### src/rtl/sound_pkg.sv
`default_nettype none
// ----------------------------------------------------------------------------
// sound_pkg : APU register addresses, frame-sequencer decode constants and
//             trigger-register decode shared by the sound control sequencer.
// Rev 1.0
// ----------------------------------------------------------------------------
package sound_pkg;

  localparam logic [7:0] NR11 = 8'h11;
  localparam logic [7:0] NR14 = 8'h14;
  localparam logic [7:0] NR21 = 8'h16;
  localparam logic [7:0] NR24 = 8'h19;
  localparam logic [7:0] NR31 = 8'h1B;
  localparam logic [7:0] NR34 = 8'h1E;
  localparam logic [7:0] NR41 = 8'h20;
  localparam logic [7:0] NR44 = 8'h23;
  localparam logic [7:0] NR52 = 8'h26;

  // Bit s set means the unit ticks when the sequencer leaves step s.
  localparam logic [7:0] LEN_STEPS   = 8'b0101_0101;
  localparam logic [7:0] SWEEP_STEPS = 8'b0100_0100;
  localparam logic [2:0] ENV_STEP    = 3'd7;

  localparam logic [1:0] CH1 = 2'd0;
  localparam logic [1:0] CH2 = 2'd1;
  localparam logic [1:0] CH3 = 2'd2;
  localparam logic [1:0] CH4 = 2'd3;

  typedef struct packed {
    logic       hit;
    logic [1:0] idx;
  } trig_sel_t;

  function automatic trig_sel_t decode_trig(input logic [7:0] addr);
    trig_sel_t t;
    t.hit = 1'b1;
    t.idx = CH1;
    case (addr)
      NR14:    t.idx = CH1;
      NR24:    t.idx = CH2;
      NR34:    t.idx = CH3;
      NR44:    t.idx = CH4;
      default: t.hit = 1'b0;
    endcase
    return t;
  endfunction

endpackage
`default_nettype wire

### src/rtl/sound_step_ctr.sv
`default_nettype none
// ----------------------------------------------------------------------------
// sound_step_ctr : 8-step frame sequencer; emits length/sweep/envelope ticks
//                  decoded from the step being left.
// Rev 1.0
// ----------------------------------------------------------------------------
module sound_step_ctr
  import sound_pkg::*;
(
  input  logic       clk,
  input  logic       rst,
  input  logic       en_i,
  input  logic       evt_i,
  output logic [2:0] step_o,
  output logic       len_tick_o,
  output logic       sweep_tick_o,
  output logic       env_tick_o
);

  logic [2:0] step_q, step_d;
  logic       len_q, len_d;
  logic       sweep_q, sweep_d;
  logic       env_q, env_d;

  always_comb begin
    step_d  = step_q;
    len_d   = 1'b0;
    sweep_d = 1'b0;
    env_d   = 1'b0;
    if (!en_i) begin
      step_d = 3'd0;
    end else if (evt_i) begin
      step_d  = step_q + 3'd1;
      len_d   = LEN_STEPS[step_q];
      sweep_d = SWEEP_STEPS[step_q];
      env_d   = (step_q == ENV_STEP);
    end
  end

  always_ff @(posedge clk) begin
    if (rst) begin
      step_q  <= 3'd0;
      len_q   <= 1'b0;
      sweep_q <= 1'b0;
      env_q   <= 1'b0;
    end else begin
      step_q  <= step_d;
      len_q   <= len_d;
      sweep_q <= sweep_d;
      env_q   <= env_d;
    end
  end

  assign step_o       = step_q;
  assign len_tick_o   = len_q;
  assign sweep_tick_o = sweep_q;
  assign env_tick_o   = env_q;

endmodule
`default_nettype wire

### src/rtl/sound_ctrl_seq.sv
`default_nettype none
// ----------------------------------------------------------------------------
// sound_ctrl_seq : APU frame sequencer plus length/trigger register decode.
//                  SOUND_DIV_EDGE_EN: div_in is the raw DIV bit (falling edge).
// Rev 1.0
// ----------------------------------------------------------------------------
module sound_ctrl_seq
  import sound_pkg::*;
(
  input  logic       clk,
  input  logic       rst,
  input  logic       div_in,
  input  logic       apu_en,
  input  logic       reg_wr,
  input  logic [7:0] reg_addr,
  input  logic [7:0] reg_din,
  output logic       len_tick,
  output logic       env_tick,
  output logic       sweep_tick,
  output logic [2:0] step,
  output logic [3:0] ch_start,
  output logic [3:0] ch_single,
  output logic [5:0] ch1_len,
  output logic [5:0] ch2_len,
  output logic [5:0] ch4_len,
  output logic [7:0] ch3_len
);

  logic div_evt;

`ifdef SOUND_DIV_EDGE_EN
  logic div_hist_q;

  always_ff @(posedge clk) begin
    if (rst) div_hist_q <= 1'b0;
    else     div_hist_q <= div_in;
  end

  assign div_evt = div_hist_q & ~div_in;
`else
  assign div_evt = div_in;
`endif

  sound_step_ctr u_step_ctr (
    .clk          (clk),
    .rst          (rst),
    .en_i         (apu_en),
    .evt_i        (div_evt),
    .step_o       (step),
    .len_tick_o   (len_tick),
    .sweep_tick_o (sweep_tick),
    .env_tick_o   (env_tick)
  );

  trig_sel_t  trig;
  logic [3:0] start_q, start_d;
  logic [3:0] single_q, single_d;
  logic [5:0] len1_q, len1_d;
  logic [5:0] len2_q, len2_d;
  logic [7:0] len3_q, len3_d;
  logic [5:0] len4_q, len4_d;

  assign trig = decode_trig(reg_addr);

  always_comb begin
    start_d  = 4'd0;
    single_d = single_q;
    len1_d   = len1_q;
    len2_d   = len2_q;
    len3_d   = len3_q;
    len4_d   = len4_q;
    if (!apu_en) begin
      single_d = 4'd0;
      len1_d   = 6'd0;
      len2_d   = 6'd0;
      len3_d   = 8'd0;
      len4_d   = 6'd0;
    end else if (reg_wr) begin
      case (reg_addr)
        NR11:    len1_d = reg_din[5:0];
        NR21:    len2_d = reg_din[5:0];
        NR31:    len3_d = reg_din;
        NR41:    len4_d = reg_din[5:0];
        default: ;
      endcase
      // Start and length-enable share one register edge so consumers see both.
      if (trig.hit) begin
        single_d[trig.idx] = reg_din[6];
        start_d[trig.idx]  = reg_din[7];
      end
    end
  end

  always_ff @(posedge clk) begin
    if (rst) begin
      start_q  <= 4'd0;
      single_q <= 4'd0;
      len1_q   <= 6'd0;
      len2_q   <= 6'd0;
      len3_q   <= 8'd0;
      len4_q   <= 6'd0;
    end else begin
      start_q  <= start_d;
      single_q <= single_d;
      len1_q   <= len1_d;
      len2_q   <= len2_d;
      len3_q   <= len3_d;
      len4_q   <= len4_d;
    end
  end

  assign ch_start  = start_q;
  assign ch_single = single_q;
  assign ch1_len   = len1_q;
  assign ch2_len   = len2_q;
  assign ch3_len   = len3_q;
  assign ch4_len   = len4_q;

endmodule
`default_nettype wire

### config.mk
export PLATFORM = sky130hd
export DESIGN_NAME = sound_ctrl_seq
export DESIGN_NICKNAME = d
export VERILOG_FILES = /design/src/rtl/sound_pkg.sv /design/src/rtl/sound_step_ctr.sv /design/src/rtl/sound_ctrl_seq.sv
export SDC_FILE = /design/constraint.sdc
export NUM_CORES = 1
export LEC_CHECK = 0
export ABC_AREA = 1
export ABC_CLOCK_PERIOD_IN_PS = 3900
export CORE_ASPECT_RATIO = 0.5
export CORE_MARGIN = 2
export CORE_UTILIZATION = 45
export CTS_CLUSTER_SIZE = 24
export DETAILED_ROUTE_END_ITERATION = 6
export GPL_TIMING_DRIVEN = 0
export PLACE_DENSITY = 0.78
export SLEW_MARGIN = 25
export SYNTH_ARGS = -nofsm -noshare
export SYNTH_HDL_FRONTEND = slang
export SYNTH_SLANG_ARGS = --single-unit
### constraint.sdc
create_clock -name clk -period 3.9 [get_ports clk]
set_clock_uncertainty 0.2 [all_clocks]
set_input_delay 1.17 -clock clk [delete_from_list [all_inputs] [get_ports clk]]
set_output_delay 1.17 -clock clk [all_outputs]
set_load 0.02 [all_outputs]
Word level (Yosys, flattened, before mapping)
Memories as Yosys holds them, arrays and structs flattened. A register that Yosys moved wholly into a read port is not among the register bits.
Index checks and enable logic that the tools add are counted.
{ "totals": {"reg_bits": 38, "rom_bits": 16, "in_bits": 21, "out_inout_bits": 40, "n_memories": 2} }
{ "op_classes": {"n_addsub": 1, "magnitude_cmp": 2, "eq_ne": 9, "muxes": 5, "n_bitwise": 5, "reduce_logical": 10} }
{ "mem_list": {"columns": ["memory", "depth", "word_bits", "rd", "rd_clocked_by_memory_dff", "wr", "line", "text"], "rows": [
  ["(name not given)", 8, 1, 1, 1, 0, "sound_step_ctr.sv:34", "len_d = LEN_STEPS[step_q];"],
  ["(name not given)", 8, 1, 1, 1, 0, "sound_step_ctr.sv:35", "sweep_d = SWEEP_STEPS[step_q];"]
]} }
{ "ops": {"columns": ["op", "count"], "rows": [
  ["$eq A8 B5 Y1 const B", 6],
  ["$eq A8 B6 Y1 const B", 2],
  ["$reduce_and A2 Y1", 5],
  ["$reduce_or A4 Y1", 2],
  ["$pmux W2 S3", 1],
  ["$and A4 B4 Y4", 1],
  ["$bwmux W4", 1],
  ["$not A1 Y1", 4],
  ["$add A3 B1 Y3 const B", 1],
  ["$eq A3 B3 Y1 const B", 1],
  ["$lt A2 B3 Y1 const B", 1],
  ["$reduce_or A3 Y1", 1],
  ["$demux W1 S2", 1],
  ["$ge A2 B1 Y1 const B", 1],
  ["$mux W1", 2],
  ["$reduce_or A2 Y1", 1],
  ["$logic_and A1 B1 Y1", 1]
]} }

Depth between registers and ports, before layout
{ "logic_depth": {"word_depth": 7, "ltp_mapped": 10, "ltp_nobuf": 10} }

Hierarchy
Synthesis repeated with hierarchy kept, for this count alone.
{ "unflattened": {"hier_cells": 199, "hier_area_um2": 1580.3} }
{ "modules_own_cells": {"columns": ["module", "n_inst", "cells_each", "area_each_um2"], "rows": [
  ["sound_ctrl_seq", 1, 169, 1330.0],
  ["sound_step_ctr", 1, 30, 250.2]
]} }

Worst setup path before layout
Ideal clock, no wire load.
{ "synth_timing": {"path_type": "input to register", "from": "input reg_addr[5]", "to": "register len2_q[0], in the netlist ch2_len[0]", "setup_time_ps": 119, "arrival_ps": 1912, "slack_ps": 1668, "path_stages": 7, "path_buffers": 1, "cell_sequence": "inv_1 > nand2_1 > nor2_4 > nand3_1 > buf_2 > o21ai_0 > a21oi_1"} }
{ "synth_via": {"elab_chain_cells": 2} }
{ "synth_rtl": {"columns": ["element", "line", "text"], "rows": [
  ["from (decl)", "sound_ctrl_seq.sv:15", "input logic [7:0] reg_addr,"],
  ["$eq A8 B5 Y1", "sound_ctrl_seq.sv:79", "case (reg_addr)"],
  ["$reduce_and A2 Y1 (no line)", null, null],
  ["to (signal assigned)", "sound_ctrl_seq.sv:106", "len2_q <= len2_d;"],
  ["to (decl)", "sound_ctrl_seq.sv:59", "logic [5:0] len2_q, len2_d;"]
]} }
No other way between the ends.
A chain may end at the register's enable or synchronous reset.

Worst setup path in the final report
{ "layout_timing": {"from": "register u_step_ctr.step_q[1], in the netlist u_step_ctr.step_o[1]", "to": "output step[1]"} }
{ "layout_lines": {"columns": ["element", "line", "text"], "rows": [
  ["from (decl)", "sound_step_ctr.sv:20", "logic [2:0] step_q, step_d;"],
  ["from (signal assigned)", "sound_step_ctr.sv:47", "step_q <= step_d;"],
  ["to (decl)", "sound_ctrl_seq.sv:20", "output logic [2:0] step,"]
]} }
No word-level cell between the ends.

==> Flow_metrics.wiki <==
{| class="wikitable"
! Metric !! Value
|-
| Number of vias after detailed routing || 1546
|-
| Number of global-route vias before repair || 1421
|-
| Post-cts resize count || 0
|-
| Area share of the largest cell type after synthesis || 49.4%
|-
| Global-route wire length before repair || 6130 um
|-
| Die X || 88.9 um
|-
| Number of distinct standard cells referenced by the synthesized netlist || 20
|-
| Synthesis-to-finish area growth || 48.5%
|-
| Count of inserted antenna diode cells || 0
|-
| Critical-path maximum fanout || 4
|-
| Min Clock Period, post-route || 2.67 ns
|-
| Buffer depth of the longest clock path || 2
|-
| FP Rows || 15
|-
| Iteration count of the initial detailed-routing pass || 5
|-
| Path type of the worst min-delay path || reg -> reg
|-
| Worst-path cell chain || clkdlybuf4s50_1
|-
| Most frequently used flop master after synthesis || dfxtp_1
|-
| Area of the multi-input gates || 638 sq um
|-
| Clock-pin slew of the registers on the worst-case setup and hold paths || 0.08 ns
|-
| PortBufs || 60
|-
| Number of enable-type register cells in the synthesized netlist || 0
|-
| Die Span Y || 46.4 um
|-
| Syn_nets || 238
|-
| Classification of the worst setup path || reg -> out
|-
| Synth Area in Adders || 2.32%
|-
| Die area || 0.00413 sq mm
|-
| Final Hold Fails || 0
|-
| Top cell types by occurrence after synthesis || dfxtp_1 (40), inv_1 (37), nor2_1 (28)
|-
| Num Clock Sinks || 40
|-
| Final design instance area without fill || 0.00241 sq mm
|-
| DP HPWL || 2880 um
|-
| Number of clock buffers inserted by TritonCTS || 5
|-
| Top cells by area in the synthesized netlist || dfxtp_1 (49%), inv_1 (8.6%), a21oi_1 (8.3%), o21ai_0 (8.0%), nor2_1 (6.5%)
|-
| WP buf/inv || 1
|-
| Share of async-settable or async-resettable flops after synthesis || 0%
|-
| Total Power Consumption || 834 uW
|-
| Overall Global Routing Usage || 20.2%
|-
| Syn Std Cell Area || 0.00162 sq mm
|-
| GR Overflow Total || 0
|-
| TritonCTS clock tree || built
|-
| Simple-gate share of the synthesized area || 20.4%
|-
| Category of cells accounting for the largest share of critical-path delay || buffers and inverters
|-
| Maximum clock frequency || 0.374 GHz
|-
| Hold_buf cts || 0
|-
| Worst-margin pin slew || 0.442 ns
|-
| Final setup fails || 0
|-
| Max-cap violations || 0
|-
| Share of the synthesized area in compound gates (AO/OA/AOI/OAI) || 16.7%
|-
| Post-CTS repair timing setup buffer count || 0
|-
| Headroom to the max-slew limit || 70.5%
|-
| Mapped Avg Cell Area || 7.57 sq um
|-
| Maximum number of pins on one net before global-route repair || 14
|-
| Portion of the post-synthesis area used by sequential elements || 49.4%
|-
| Largest stage delay, worst path || 0.63 ns
|-
| Dominant combinational cell family by area after synthesis || simple AND/OR/NAND/NOR gates
|-
| Run status || complete, no violations
|-
| Post-route clock period utilization || 68.6%
|-
| Area used by sequential logic in the layout || 801 sq um
|-
| Required time reported for the critical path endpoint || 2.53 ns
|-
| Initial core utilization || 47.2%
|-
| #FFs+latches synth || 40
|-
| Power density relative to cell area || 346 mW/mm^2
|-
| Aggregate routed wire length || 3850 um
|-
| Proportion of layout cells with a drive suffix above 1 || 7.45%
|-
| Fin Hold WS || 0.246 ns
|-
| Kind of start point of the critical path || register
|-
| Leakage power || 0.000905 uW
|-
| Later-pin clock latency in the skew report || 0.30 ns
|-
| Number of nets in the layout || 305
|-
| Library cell contributing the largest single delay on the critical path || clkdlybuf4s50_1
|-
| CTS H-tree depth || 2
|-
| RSZ-0062 raised after global routing || no
|-
| Worst VDD drop || 0.214 mV
|-
| Count leader, synth || dfxtp_1
|-
| GPL Wtd Cong || 0.766
|-
| Yosys Warn Count || 0
|-
| Placement Cell Area || 0.00228 sq mm
|-
| Average detailed-routed wire length per instance || 11.6 um
|-
| Setup total negative slack || 0 ns
|-
| Leading area contributor after synthesis || dfxtp_1
|-
| Max-slew violation count || 0
|-
| Initial antenna violation count || 0
|-
| Worst EP arrival || 1.30 ns
|-
| Via-per-instance ratio || 4.64
|-
| Antenna viol nets, final || 0
|-
| Crit. End Element || output pin
|-
| Clock root buffer || clkbuf_8
|-
| Post-route DRC violation count || 0
|-
| Synth Instances || 214
|-
| Standard cell core area || 0.00343 sq mm
|-
| Fraction of synthesized cell area in xor and xnor cells || 0%
|-
| DR iter-0 viols || 62
|-
| Portion of netlist area occupied by mux cells || 0%
|-
| Final core utilization || 70.1%
|-
| Ports placed on the boundary || 61
|-
| Total of fill cells in the finished design || 296
|}
per-stage QoR:
stage | setup WS (ns) | instances
floorplan | 1.67 | 214
global placement | 0.999 | 325
detailed placement | 0.995 | 325
CTS | 1.22 | 333
global route | 1.13 | 333
finish | 1.23 | 333
layout by cell type, fill, tap and decap left out, types with 3 or more instances in the layout:
cell type        instances
inv_1                   37
nand3_2                  3
ha_1                     3
a21oi_1                 27
nand2_1                 26
o21ai_0                 26
clkdlybuf4s50_1         60
clkbuf_1                 3
nand2_2                  3
nand3_1                  6
clkbuf_8                 6
dfxtp_1                 40
nor2_1                  28
cell type report:
class | count | area share [%]
Clock buffer | 6 | 3.43
Buffer | 6 | 1.61
Sequential cell | 40 | 33.3
Clock inverter | 2 | 1.61
Inverter | 38 | 5.93
Tap cell | 51 | 2.65
Multi-Input combinational cell | 130 | 26.5
Timing Repair Buffer | 60 | 25.0
logic make-up after synthesis:
logic type,after synthesis
compound gates,54
fa+ha+maj,3
buf+inv,44
flops,40
simple gates,73
routing by layer:
layer | share of wire (%) | global-route usage [%] | vias to the layer above
met5 | 0 | 0 | -
met1 | 46 | 24.4 | 697
met2 | 48 | 34.3 | 35
li1 | - | - | 808
met4 | 1.4 | 8.79 | 0
met3 | 4.3 | 5.91 | 6
registers in the layout, summed over array words and instances, names as in the netlist:
register / count
u_step_ctr.env_tick_o: 1
ch2_len: 6
ch3_len: 8
ch_single: 4
ch1_len: 6
u_step_ctr.len_tick_o: 1
ch4_len: 6
u_step_ctr.step_o: 3
u_step_ctr.sweep_tick_o: 1
ch_start: 4
power by group:
part / total, uW / internal [uW] / switching [uW]
clock: 362 / 209 / 152
sequential: 411 / 410 / 1.11
combinational: 61.2 / 28.8 / 32.4
final timing paths:
kind / from / end / slack (ns) / cells after the start
hold reg to reg: ch1_len[4]$_SDFFE_PP0P_ / ch1_len[4]$_SDFFE_PP0P_ / 0.25 / 2
setup / recovery: u_step_ctr.step_o[1]$_SDFFE_PP0P_ / step[1] / 1.23 / 1
setup reg to reg: u_step_ctr.step_o[0]$_SDFFE_PP0P_ / u_step_ctr.step_o[2]$_SDFFE_PP0P_ / 2.63 / 4
hold / removal: ch1_len[4]$_SDFFE_PP0P_ / ch1_len[4]$_SDFFE_PP0P_ / 0.25 / 2
No activity file was read; power rests on OpenSTA's default activity.
